**config.mk**
```make
export PLATFORM = sky130hd
export DESIGN_NAME = llc_input_sched_flat
export DESIGN_NICKNAME = d
export VERILOG_FILES = /design/src/rtl/llc_input_sched_if.sv /design/src/rtl/llc_input_sched.sv /design/src/flat_wrapper.sv
export SDC_FILE = /design/constraint.sdc
export NUM_CORES = 1
export LEC_CHECK = 0
export ABC_AREA = 1
export BUFFER_PORTS_ARGS = -buffer_cell sky130_fd_sc_hd__buf_2
export CAP_MARGIN = 40
export CORE_MARGIN = 3
export CORE_UTILIZATION = 54
export CTS_CLUSTER_DIAMETER = 40
export CTS_CLUSTER_SIZE = 16
export DETAILED_ROUTE_END_ITERATION = 8
export PLACE_DENSITY = 0.79
export SLEW_MARGIN = 5
export SYNTH_ARGS = -nofsm -noshare
export SYNTH_HDL_FRONTEND = slang
export SYNTH_SLANG_ARGS = --single-unit
```
**constraint.sdc**
```tcl
create_clock -name clk -period 2 [get_ports clk]
set_input_delay 0.1 -clock clk [delete_from_list [all_inputs] [get_ports clk]]
set_output_delay 0.1 -clock clk [all_outputs]
set_load 0.05 [all_outputs]
```
**src/rtl/llc_input_sched_if.sv**
```systemverilog
// Handshake and status bundle between the LLC input scheduler and its sources/pipeline.
interface llc_input_sched_if #(
    parameter int unsigned SET_BITS = 9
) ();
    logic                decode_en;
    logic                txn_done;
    logic                rsp_in_valid;
    logic                rsp_in_ready;
    logic                rst_tb_valid;
    logic                rst_tb_ready;
    logic                rst_tb_data;
    logic                req_in_valid;
    logic                req_in_ready;
    logic                dma_req_in_valid;
    logic                dma_req_in_ready;
    logic                req_stall;
    logic                recall_pending;
    logic                dma_read_pending;
    logic                dma_write_pending;
    logic [7:0]          grant;
    logic [SET_BITS-1:0] walk_set;
    logic                rst_tb_done_valid;
    logic                rst_tb_done_ready;
    logic                rst_tb_done;

    modport slave (
        input  decode_en, txn_done, rsp_in_valid, rst_tb_valid, rst_tb_data,
               req_in_valid, dma_req_in_valid, req_stall, recall_pending,
               dma_read_pending, dma_write_pending, rst_tb_done_ready,
        output rsp_in_ready, rst_tb_ready, req_in_ready, dma_req_in_ready,
               grant, walk_set, rst_tb_done_valid, rst_tb_done
    );

    modport master (
        output decode_en, txn_done, rsp_in_valid, rst_tb_valid, rst_tb_data,
               req_in_valid, dma_req_in_valid, req_stall, recall_pending,
               dma_read_pending, dma_write_pending, rst_tb_done_ready,
        input  rsp_in_ready, rst_tb_ready, req_in_ready, dma_req_in_ready,
               grant, walk_set, rst_tb_done_valid, rst_tb_done
    );
endinterface

```
**src/rtl/llc_input_sched.sv**
```systemverilog
// LLC input scheduler: fixed-priority source pick with CPU/DMA anti-starvation,
// one-hot grant held until txn_done, and the set-by-set reset/flush walk.
module llc_input_sched #(
    parameter int unsigned SET_BITS   = 9,
    parameter int unsigned STARVE_MAX = 4
) (
    input  logic                  clk,
    input  logic                  rst,
    llc_input_sched_if.slave      bus
);
    localparam int unsigned GRANT_W = 8;
    localparam int unsigned CNT_W   = $clog2(STARVE_MAX + 1);

    localparam int unsigned G_RST_RES   = 0;
    localparam int unsigned G_FLUSH_RES = 1;
    localparam int unsigned G_RST_GET   = 2;
    localparam int unsigned G_RSP_GET   = 3;
    localparam int unsigned G_DMA_RD    = 4;
    localparam int unsigned G_DMA_WR    = 5;
    localparam int unsigned G_REQ_GET   = 6;
    localparam int unsigned G_DMA_GET   = 7;

    typedef enum logic [1:0] {IDLE, GRANT, BUSY, DONE_OUT} state_t;

    state_t               state;
    logic [GRANT_W-1:0]   grant_q;
    logic [SET_BITS-1:0]  walk_set_q;
    logic [CNT_W-1:0]     starve_q;
    logic                 walk_active_q;
    logic                 walk_mode_q;
    logic                 tb_mode_q;
    logic                 rsp_rdy_q, tb_rdy_q, req_rdy_q, dma_rdy_q;
    logic                 done_valid_q, done_q;

    logic                 req_ok_c;
    logic                 dma_ok_c;
    logic [GRANT_W-1:0]   sel_c;

    // Priority pick evaluated on each decode strobe
    always_comb begin
        sel_c    = '0;
        req_ok_c = bus.req_in_valid && !bus.req_stall;
        dma_ok_c = bus.dma_req_in_valid && !bus.dma_read_pending && !bus.dma_write_pending;
        if (walk_active_q) begin
            if (walk_mode_q) sel_c[G_RST_RES]   = 1'b1;
            else             sel_c[G_FLUSH_RES] = 1'b1;
        end else if (bus.rsp_in_valid) begin
            sel_c[G_RSP_GET] = 1'b1;
        end else if (bus.rst_tb_valid && !bus.recall_pending &&
                     !bus.dma_read_pending && !bus.dma_write_pending) begin
            sel_c[G_RST_GET] = 1'b1;
        end else if (bus.dma_read_pending && !bus.recall_pending) begin
            sel_c[G_DMA_RD] = 1'b1;
        end else if (bus.dma_write_pending && !bus.recall_pending) begin
            sel_c[G_DMA_WR] = 1'b1;
        end else if (req_ok_c && dma_ok_c) begin
            if (starve_q == CNT_W'(STARVE_MAX)) sel_c[G_DMA_GET] = 1'b1;
            else                                sel_c[G_REQ_GET] = 1'b1;
        end else if (req_ok_c) begin
            sel_c[G_REQ_GET] = 1'b1;
        end else if (dma_ok_c) begin
            sel_c[G_DMA_GET] = 1'b1;
        end
    end

    always_ff @(posedge clk or negedge rst) begin
        if (!rst) begin
            state         <= IDLE;
            grant_q       <= '0;
            walk_set_q    <= '0;
            starve_q      <= '0;
            walk_active_q <= 1'b0;
            walk_mode_q   <= 1'b0;
            tb_mode_q     <= 1'b0;
            rsp_rdy_q     <= 1'b0;
            tb_rdy_q      <= 1'b0;
            req_rdy_q     <= 1'b0;
            dma_rdy_q     <= 1'b0;
            done_valid_q  <= 1'b0;
            done_q        <= 1'b0;
        end else begin
            case (state)
                IDLE: begin
                    if (bus.decode_en) begin
                        if (sel_c != '0) begin
                            grant_q   <= sel_c;
                            rsp_rdy_q <= sel_c[G_RSP_GET];
                            tb_rdy_q  <= sel_c[G_RST_GET];
                            req_rdy_q <= sel_c[G_REQ_GET];
                            dma_rdy_q <= sel_c[G_DMA_GET];
                            state     <= GRANT;
                        end
                        // DMA starvation counter tracks only consecutive CPU wins over a waiting DMA
                        if (!dma_ok_c || sel_c[G_DMA_GET])
                            starve_q <= '0;
                        else if (sel_c[G_REQ_GET] && starve_q != CNT_W'(STARVE_MAX))
                            starve_q <= starve_q + CNT_W'(1);
                    end
                end
                GRANT: begin
                    rsp_rdy_q <= 1'b0;
                    tb_rdy_q  <= 1'b0;
                    req_rdy_q <= 1'b0;
                    dma_rdy_q <= 1'b0;
                    if (grant_q[G_RST_GET]) tb_mode_q <= bus.rst_tb_data;
                    state <= BUSY;
                end
                BUSY: begin
                    if (bus.txn_done) begin
                        grant_q <= '0;
                        state   <= IDLE;
                        if (grant_q[G_RST_GET]) begin
                            walk_active_q <= 1'b1;
                            walk_mode_q   <= tb_mode_q;
                            walk_set_q    <= '0;
                        end else if (grant_q[G_RST_RES] || grant_q[G_FLUSH_RES]) begin
                            if (walk_set_q == {SET_BITS{1'b1}}) begin
                                walk_active_q <= 1'b0;
                                walk_set_q    <= '0;
                                done_valid_q  <= 1'b1;
                                done_q        <= 1'b1;
                                state         <= DONE_OUT;
                            end else begin
                                walk_set_q <= walk_set_q + SET_BITS'(1);
                            end
                        end
                    end
                end
                DONE_OUT: begin
                    if (bus.rst_tb_done_ready) begin
                        done_valid_q <= 1'b0;
                        done_q       <= 1'b0;
                        state        <= IDLE;
                    end
                end
                default: state <= IDLE;
            endcase
        end
    end

    assign bus.grant             = grant_q;
    assign bus.walk_set          = walk_set_q;
    assign bus.rsp_in_ready      = rsp_rdy_q;
    assign bus.rst_tb_ready      = tb_rdy_q;
    assign bus.req_in_ready      = req_rdy_q;
    assign bus.dma_req_in_ready  = dma_rdy_q;
    assign bus.rst_tb_done_valid = done_valid_q;
    assign bus.rst_tb_done       = done_q;
endmodule

```
**src/flat_wrapper.sv**
```systemverilog
// flat-port wrapper written by rule: the top's interface ports become plain ports
module llc_input_sched_flat 
#(
    parameter int unsigned SET_BITS   = 9,
    parameter int unsigned STARVE_MAX = 4
)
  (clk, rst, bus_decode_en, bus_txn_done, bus_rsp_in_valid, bus_rst_tb_valid, bus_rst_tb_data, bus_req_in_valid, bus_dma_req_in_valid, bus_req_stall, bus_recall_pending, bus_dma_read_pending, bus_dma_write_pending, bus_rst_tb_done_ready, bus_rsp_in_ready, bus_rst_tb_ready, bus_req_in_ready, bus_dma_req_in_ready, bus_grant, bus_walk_set, bus_rst_tb_done_valid, bus_rst_tb_done);
  llc_input_sched_if #(.SET_BITS(SET_BITS)) bus_i ();
  input  logic clk;
  input  logic rst;
  input wire logic [$bits(bus_i.decode_en)-1:0] bus_decode_en;
  input wire logic [$bits(bus_i.txn_done)-1:0] bus_txn_done;
  input wire logic [$bits(bus_i.rsp_in_valid)-1:0] bus_rsp_in_valid;
  input wire logic [$bits(bus_i.rst_tb_valid)-1:0] bus_rst_tb_valid;
  input wire logic [$bits(bus_i.rst_tb_data)-1:0] bus_rst_tb_data;
  input wire logic [$bits(bus_i.req_in_valid)-1:0] bus_req_in_valid;
  input wire logic [$bits(bus_i.dma_req_in_valid)-1:0] bus_dma_req_in_valid;
  input wire logic [$bits(bus_i.req_stall)-1:0] bus_req_stall;
  input wire logic [$bits(bus_i.recall_pending)-1:0] bus_recall_pending;
  input wire logic [$bits(bus_i.dma_read_pending)-1:0] bus_dma_read_pending;
  input wire logic [$bits(bus_i.dma_write_pending)-1:0] bus_dma_write_pending;
  input wire logic [$bits(bus_i.rst_tb_done_ready)-1:0] bus_rst_tb_done_ready;
  output wire logic [$bits(bus_i.rsp_in_ready)-1:0] bus_rsp_in_ready;
  output wire logic [$bits(bus_i.rst_tb_ready)-1:0] bus_rst_tb_ready;
  output wire logic [$bits(bus_i.req_in_ready)-1:0] bus_req_in_ready;
  output wire logic [$bits(bus_i.dma_req_in_ready)-1:0] bus_dma_req_in_ready;
  output wire logic [$bits(bus_i.grant)-1:0] bus_grant;
  output wire logic [$bits(bus_i.walk_set)-1:0] bus_walk_set;
  output wire logic [$bits(bus_i.rst_tb_done_valid)-1:0] bus_rst_tb_done_valid;
  output wire logic [$bits(bus_i.rst_tb_done)-1:0] bus_rst_tb_done;
  assign bus_i.decode_en = bus_decode_en;
  assign bus_i.txn_done = bus_txn_done;
  assign bus_i.rsp_in_valid = bus_rsp_in_valid;
  assign bus_i.rst_tb_valid = bus_rst_tb_valid;
  assign bus_i.rst_tb_data = bus_rst_tb_data;
  assign bus_i.req_in_valid = bus_req_in_valid;
  assign bus_i.dma_req_in_valid = bus_dma_req_in_valid;
  assign bus_i.req_stall = bus_req_stall;
  assign bus_i.recall_pending = bus_recall_pending;
  assign bus_i.dma_read_pending = bus_dma_read_pending;
  assign bus_i.dma_write_pending = bus_dma_write_pending;
  assign bus_i.rst_tb_done_ready = bus_rst_tb_done_ready;
  assign bus_rsp_in_ready = bus_i.rsp_in_ready;
  assign bus_rst_tb_ready = bus_i.rst_tb_ready;
  assign bus_req_in_ready = bus_i.req_in_ready;
  assign bus_dma_req_in_ready = bus_i.dma_req_in_ready;
  assign bus_grant = bus_i.grant;
  assign bus_walk_set = bus_i.walk_set;
  assign bus_rst_tb_done_valid = bus_i.rst_tb_done_valid;
  assign bus_rst_tb_done = bus_i.rst_tb_done;
  llc_input_sched #(.SET_BITS(SET_BITS), .STARVE_MAX(STARVE_MAX)) u_core (.clk(clk), .rst(rst), .bus(bus_i));
endmodule
```
==> results.py, run 1 <==
metrics = {
    "timing": {
        "drv_slew": 0,
        "period_share_pct": 91.2,
        "whs_ps": 35.5,
        "final.setup.tns_ps": 0,
        "fin_skew_ps": 12.9,
        "fmax_ghz": 0.548,
        "period_needed_ps": 1820,
        "hold_violations": 0,
        "setup_slack_ps": 175,
        "slew_headroom_pct": 55.4,
        "tightest_slew_ps": 669,
        "setup-violations-final": 0,
    },
    "place": {
        "portBuffers": 36,
        "globalplace.congestion": 0.840,
        "dpl.cell_count": 290,
        "dp_hpwl_um": 2550,
        "place_ws_ps": 96.1,
    },
    "setup_path": {
        "ff2ff_path_depth": 10,
        "cp.required_ps": 2200,
        "r2r-start": "u_core.bus.walk_set[0]",
        "startpoint": "u_core.bus.walk_set[0]",
        "cp-end-kind": "flop",
        "worstSetupStartpointType": "flop",
        "arrival_ps": 2030,
        "crit_fanout": 5,
        "criticalPathCategory": "flop to flop",
        "r2r_end": "u_core.bus.walk_set[1]",
        "endpoint": "u_core.bus.walk_set[1]",
        "r2r_setup_slack_ps": 180,
    },
    "clocking": {
        "cts_sinks": 30,
        "cts_buffers": 5,
        "cts_max_level": 2,
        "cts_buffer_depth": 2,
        "cts-root-buf": "clkbuf_4",
        "cts_setup_buffers": 0,
        "clk_latency_ps": 320,
        "path_clk_slew_ps": 90,
        "tritoncts": "yes",
    },
    "synthesis": {
        "yosysTopAreaCell": "dfrtp_1",
        "seq_area_frac_synth_pct": 43.7,
        "yosysUniqueCellTypes": 29,
        "ys_top_cells_by_area": "dfrtp_1 (44%), nand2_1 (11%), nor2_1 (5.0%)",
        "synth.avg_cell_area_um2": 8.03,
        "ys_ff_latch": 30,
        "syn_inst": 214,
        "syn_area_um2": 1720,
        "synth_top_cell_area_share_pct": 43.7,
        "synthesis.nets": 232,
        "muxShareOfSynthArea_pct": 0,
        "synth_compound_area_share_pct": 9.47,
        "synth_top_family_by_area": "simple AND/OR/NAND/NOR gates",
        "yosysWarningCount": 0,
        "synthSimpleGateAreaFrac_pct": 34.9,
        "synthXorXnorAreaFrac_pct": 0.510,
        "synthAdderAreaFrac_pct": 2.91,
    },
    "drt": {
        "num_vias": 1488,
        "dr.pass1.iters": 4,
        "ant_nets": 0,
        "detail_route.iter0.violations": 71,
        "wirelength_um": 3280,
        "wl_per_cell_um": 10.9,
        "vias_per_cell": 4.96,
        "drc": 0,
    },
    "floorplan": {
        "start_util_pct": 59.2,
        "die_x_um": 62.4,
        "core_area_um2": 2900,
        "boundaryPins": 37,
        "die_h_um": 62.4,
        "num_rows": 19,
        "die_area_um2": 3890,
    },
    "final_layout": {
        "fin_cells": 300,
        "seqCellArea_um2": 753,
        "area_growth_pct": 17.1,
        "num_antenna_cells": 0,
        "final_nets": 275,
        "multiInputGateArea_um2": 838,
        "n_fill_cell": 270,
        "drive_gt1_share_pct": 33.3,
    },
    "power": {
        "ir_drop_v": 0.000656,
        "power.total_w": 0.00203,
        "p_leak_nw": 1.12,
        "power_density_nw_per_um2": 1010,
    },
    "min_path": {
        "hold_path.class": "input pin to flop",
        "hold_depth": 3,
    },
    "status": {
        "status": "finished, final reports clean",
    },
    "job": {
        "maxCapViolCount": 0,
    },
    "global_routing": {
        "overflow": 0,
        "grt_pass1_vias": 1312,
        "grt_usage_pct": 18.6,
        "grt_pass1_wl_um": 5800,
        "antenna_found_initial": 0,
        "grt_max_degree": 31,
    },
}
-- cells in the mapped netlist --
cell,instances
a22o_1,1
o31ai_1,1
nand2_4,6
buf_4,1
dfrtp_1,30
nand3_2,2
xor2_1,1
or2_2,2
o21ai_0,8
inv_4,2
nand4_1,7
nor2_4,1
nand2_2,10
nor2_2,4
inv_1,22
o21a_1,1
o21ai_1,2
nand3b_1,1
nor2_1,23
ha_1,4
clkinv_2,1
o21ai_2,6
nand2_1,50
inv_2,5
nand3_1,13
a21oi_1,6
nor3_1,2
buf_12,1
a31oi_1,1
-- worst max-delay path, cell delays in order (launching register included) --
cell	delay, ps
dfrtp_2	410
ha_1	170
nand2_1	100
nor2_4	120
nand4_1	110
nor2_1	120
ha_1	190
nor2_2	60
inv_1	160
nor2_2	70
a22o_1	210
-- area by class of cell --
class / instances / area share, %
Multi-Input combinational cell: 152 / 41.7
Sequential cell: 30 / 37.4
Timing Repair Buffer: 38 / 9.95
Inverter: 30 / 5.91
Tap cell: 42 / 2.61
Clock buffer: 8 / 2.43
-- how the worst min path moves through the flow --
| stage | from | to | slack [ps] |
|---|---|---|---|
| after floorplan | rst | u_core.bus.dma_req_in_ready | -200 |
| after global placement | rst | u_core.bus.grant[4] | 160 |
| after detailed placement | rst | u_core.bus.grant[5] | 170 |
| after CTS | bus_rst_tb_data | u_core.tb_mode_q | 30 |
| after global routing | bus_rst_tb_data | u_core.tb_mode_q | 40 |
| final | bus_rst_tb_data | u_core.tb_mode_q | 40 |
-- layout by cell type (no fill, tap or decap), types with 2 or more instances in the layout --
| cell | instances |
|---|---|
| or2_2 | 2 |
| inv_2 | 5 |
| o21ai_1 | 2 |
| clkbuf_1 | 3 |
| a21oi_1 | 6 |
| ha_1 | 4 |
| dfrtp_2 | 2 |
| nor2_2 | 6 |
| o21ai_0 | 8 |
| nor2_1 | 20 |
| clkbuf_4 | 5 |
| buf_2 | 36 |
| dlygate4sd3_1 | 2 |
| nand2_1 | 50 |
| o21ai_2 | 6 |
| nand2_4 | 6 |
| nand3_2 | 2 |
| inv_4 | 2 |
| inv_1 | 22 |
| nand3_1 | 13 |
| nand4_1 | 7 |
| nand2_2 | 10 |
| nor2_4 | 2 |
| dfrtp_1 | 28 |
-- registers in the layout, indices dropped and copies added, names as in the netlist --
register,count
u_core.bus.rsp_in_ready,1
u_core.walk_mode_q,1
u_core.bus.rst_tb_done_valid,1
u_core.bus.req_in_ready,1
u_core.bus.rst_tb_ready,1
u_core.tb_mode_q,1
u_core.state,2
u_core.walk_active_q,1
u_core.bus.grant,8
u_core.starve_q,3
u_core.bus.walk_set,9
u_core.bus.dma_req_in_ready,1
-- routing by layer --
layer | up-vias | track usage, % | routed length (µm)
met3 | 4 | 5.58 | 152
met2 | 33 | 27.7 | 1410
met1 | 674 | 26.3 | 1680
li1 | 777 | - | -
met4 | 0 | 4.96 | 40
met5 | - | 0 | 0
-- cell families (layout without fill, tap and decap cells) --
logic type                 count (synthesis)  after routing
and+or+nand+nor                          121            121
buffers and inverters                     32             76
DFF                                       30             30
AOI/OAI and AO/OA                         26             26
adders and majority gates                  4              4
xor gates and xnor gates                   1              1
-- power by group --
| part | leakage (nW) | internal, W | switching [W] |
|---|---|---|---|
| logic | 0.700 | 0.000224 | 0.000652 |
| registers | 0.392 | 0.000725 | 0.000100 |
| clock network | 0.0265 | 0.000140 | 0.000186 |
-- per-stage QoR --
stage / util (%) / area (µm²)
3_5_place_dp: 66.4 / 1930
4_1_cts: 68.8 / 1990
2_1_floorplan: - / 1720
6_report: 69.4 / 2010
5_1_grt: 69.4 / 2010
3_3_place_gp: 66.4 / 1930
-- what timing repair did --
| action | CTS | global route |
|---|---|---|
| resized for setup | 0 | 5 |
| setup endpoints to repair | 0 | 8 |
| endpoints found under the hold margin | 31 | 0 |
| hold buffers | 2 | 0 |
Power figures use the tool's default switching activity.
==> inputs of run 2 (changes only) <==
--- a/config.mk
+++ b/config.mk
@@ -9,11 +9,11 @@
 export BUFFER_PORTS_ARGS = -buffer_cell sky130_fd_sc_hd__buf_2
 export CAP_MARGIN = 40
 export CORE_MARGIN = 3
-export CORE_UTILIZATION = 54
+export CORE_UTILIZATION = 48
 export CTS_CLUSTER_DIAMETER = 40
 export CTS_CLUSTER_SIZE = 16
 export DETAILED_ROUTE_END_ITERATION = 8
-export PLACE_DENSITY = 0.79
+export PLACE_DENSITY = 0.75
 export SLEW_MARGIN = 5
 export SYNTH_ARGS = -nofsm -noshare
 export SYNTH_HDL_FRONTEND = slang
==> constraint.sdc (replaced) <==
create_clock -name clk -period 1.6 [get_ports clk]
set_input_delay 0.08 -clock clk [delete_from_list [all_inputs] [get_ports clk]]
set_output_delay 0.08 -clock clk [all_outputs]
set_load 0.05 [all_outputs]
==> run 2 against run 1 <==
  * Sequential share of layout area decreased by 3.7 points
  * Global-route usage is 0.83 points lower
  * Sequential cell count unchanged
  * Maximum frequency grew 3.4%
  * The flow now finishes with violations (setup timing)
  * Sequential power up 25%
  * Hold slack worse by 35 ps
  * Largest cell class unchanged
  * Via count rose by 4.5%
  * Wire length grew 12%
  * Clock skew down 5.9 ps
  * Design area is 11% higher
  * Clock-buffer cell count down 1
==> results.py, run 2 (synthesis results as in run 1) <==
metrics = {
    "floorplan": {
        "die_x_um": 65.8,
        "num_rows": 21,
        "start_util_pct": 50.7,
        "die_h_um": 65.8,
        "core_area_um2": 3390,
        "boundaryPins": 37,
        "die_area_um2": 4330,
    },
    "timing": {
        "hold_violations": 0,
        "tightest_slew_ps": 650,
        "period_share_pct": 110,
        "setup-violations-final": 8,
        "period_needed_ps": 1760,
        "fin_skew_ps": 6.94,
        "final.setup.tns_ps": -545,
        "grt_setup_unrepaired": "true",
        "slew_headroom_pct": 56.7,
        "drv_slew": 0,
        "setup_slack_ps": -165,
        "fmax_ghz": 0.567,
    },
    "drt": {
        "detail_route.iter0.violations": 62,
        "dr.pass1.iters": 4,
        "drc": 0,
        "wirelength_um": 3680,
        "vias_per_cell": 4.92,
        "num_vias": 1555,
        "ant_nets": 0,
        "wl_per_cell_um": 11.6,
    },
    "min_path": {
        "hold_path.class": "input pin to flop",
        "hold-path-endpoint": "u_core.tb_mode_q",
        "hp-start": "bus_rst_tb_data",
        "hold_depth": 3,
    },
    "status": {
        "status": "finished with violations",
        "violations": "setup timing",
    },
    "final_layout": {
        "multiInputGateArea_um2": 961,
        "area_growth_pct": 30.0,
        "drive_gt1_share_pct": 43.3,
        "final_cell_mix": "nand2_1 (45), buf_2 (36), dfrtp_1 (28)",
        "final_common_cell": "nand2_1",
        "fin_cells": 316,
        "final_nets": 287,
        "seqCellArea_um2": 753,
        "largest_reg_flops": 9,
        "n_fill_cell": 272,
        "num_antenna_cells": 0,
        "fin_util_pct": 65.9,
    },
    "global_routing": {
        "overflow": 0,
        "grt_pass1_wl_um": 5740,
        "grt_pass1_vias": 1344,
        "antenna_found_initial": 0,
        "grt_max_degree": 31,
        "grt_usage_pct": 17.7,
    },
    "setup_path": {
        "r2r-start": "u_core.bus.walk_set[1]",
        "ff2ff_path_depth": 11,
        "path_buf_inv": 1,
        "r2r_setup_slack_ps": -160,
        "cp-end-kind": "flop",
        "cp_num_cells": 11,
        "crit_chain": "ha_4 > nand2_4 > nor2_4 > nand4_1 > nor2_1 > ha_2 > nand2_2 > nor3_2 > nand2_1 > buf_4 > nand3b_1",
        "cp.required_ps": 1870,
        "slowest_delay_ps": 400,
        "criticalPathCategory": "flop to flop",
        "cpMaxStageDelayCell": "dfrtp_2",
        "crit_family": "simple AND/OR/NAND/NOR gates",
        "arrival_ps": 2030,
        "crit_fanout": 2,
        "worstSetupStartpointType": "flop",
        "r2r_end": "u_core.state[1]",
    },
    "clocking": {
        "cts_sinks": 30,
        "path_clk_slew_ps": 90,
        "cts_max_level": 2,
        "cts-root-buf": "clkbuf_4",
        "tritoncts": "yes",
        "cts_buffer_depth": 2,
        "cts_buffers": 5,
        "clk_latency_ps": 330,
    },
    "place": {
        "place_ws_ps": -112,
        "portBuffers": 36,
        "globalplace.congestion": 0.869,
        "dpl.cell_count": 301,
        "dp_hpwl_um": 2730,
    },
    "power": {
        "power.total_w": 0.00277,
        "ir_drop_v": 0.000840,
        "power_density_nw_per_um2": 1240,
        "p_leak_nw": 1.19,
    },
    "job": {
        "maxCapViolCount": 0,
    },
}
run 2: cell types whose count changed in the layout (fill, tap and decap cells not counted), sizes merged:
cell | previous run | this run
clkbuf | 8 | 7
clkinv | 1 | 2
buf | 36 | 47
nand2 | 66 | 67
run 2: how the worst max path moves through the flow:
stage / startpoint / end / slack (ps)
finish: u_core.bus.walk_set[1] / u_core.state[1] / -160
floorplan: u_core.bus.walk_set[0] / u_core.state[0] / -280
CTS: u_core.bus.walk_set[1] / u_core.state[0] / -120
global placement: u_core.bus.walk_set[1] / u_core.state[0] / -40
detailed placement: u_core.bus.walk_set[1] / u_core.state[0] / -110
global route: u_core.bus.walk_set[0] / u_core.state[0] / -290
run 2: repair_timing:
| action | CTS | global route |
|---|---|---|
| resized for setup | 3 | 19 |
| buffers inserted | 1 | 3 |
| endpoints found under the hold margin | 31 | 0 |
| pin swaps | 2 | 14 |
| endpoints found under the setup margin | 11 | 28 |
| hold buffers | 2 | 0 |
| gates cloned | 0 | 1 |
run 2: cell type report:
type | count | share of cell area (%)
Sequential cell | 30 | 33.7
Clock buffer | 7 | 2.46
Inverter | 30 | 5.32
Clock inverter | 1 | 0.224
Timing Repair Buffer | 49 | 12.7
Tap cell | 46 | 2.58
Multi-Input combinational cell | 153 | 43.0
run 2: power breakdown:
group | leakage [nW] | total, W | internal (W) | switching, W
logic | 0.762 | 0.00127 | 0.000350 | 0.000919
registers | 0.392 | 0.00103 | 0.000906 | 0.000124
clock network | 0.0353 | 0.000475 | 0.000213 | 0.000262
run 2: per-stage QoR:
| stage | hold slack [ps] | instance area [µm²] |
|---|---|---|
| floorplan | -216 | 1760 |
| global placement | 154 | 2020 |
| detailed placement | 143 | 2020 |
| CTS | 5.29 | 2120 |
| global route | 2.78 | 2230 |
| finish | 0.377 | 2230 |
run 2: worst reg2reg max path: stages, from the launching register on:
cell and delay, ps:
dfrtp_2 400, ha_4 150, nand2_4 60, nor2_4 90, nand4_1 110, nor2_1 120
ha_2 200, nand2_2 70, nor3_2 210, nand2_1 100, buf_4 140, nand3b_1 80
run 2: per-layer routing:
| layer | part of all wire, % | vias to the layer above | routed length, µm | GRT usage, % |
|---|---|---|---|---|
| met5 | 0 | - | 0 | 0 |
| met4 | 1.5 | 0 | 54 | 9.33 |
| met3 | 6.1 | 5 | 224 | 4.93 |
| met2 | 46 | 38 | 1700 | 26.2 |
| met1 | 46 | 715 | 1710 | 23.6 |
| li1 | - | 797 | - | - |
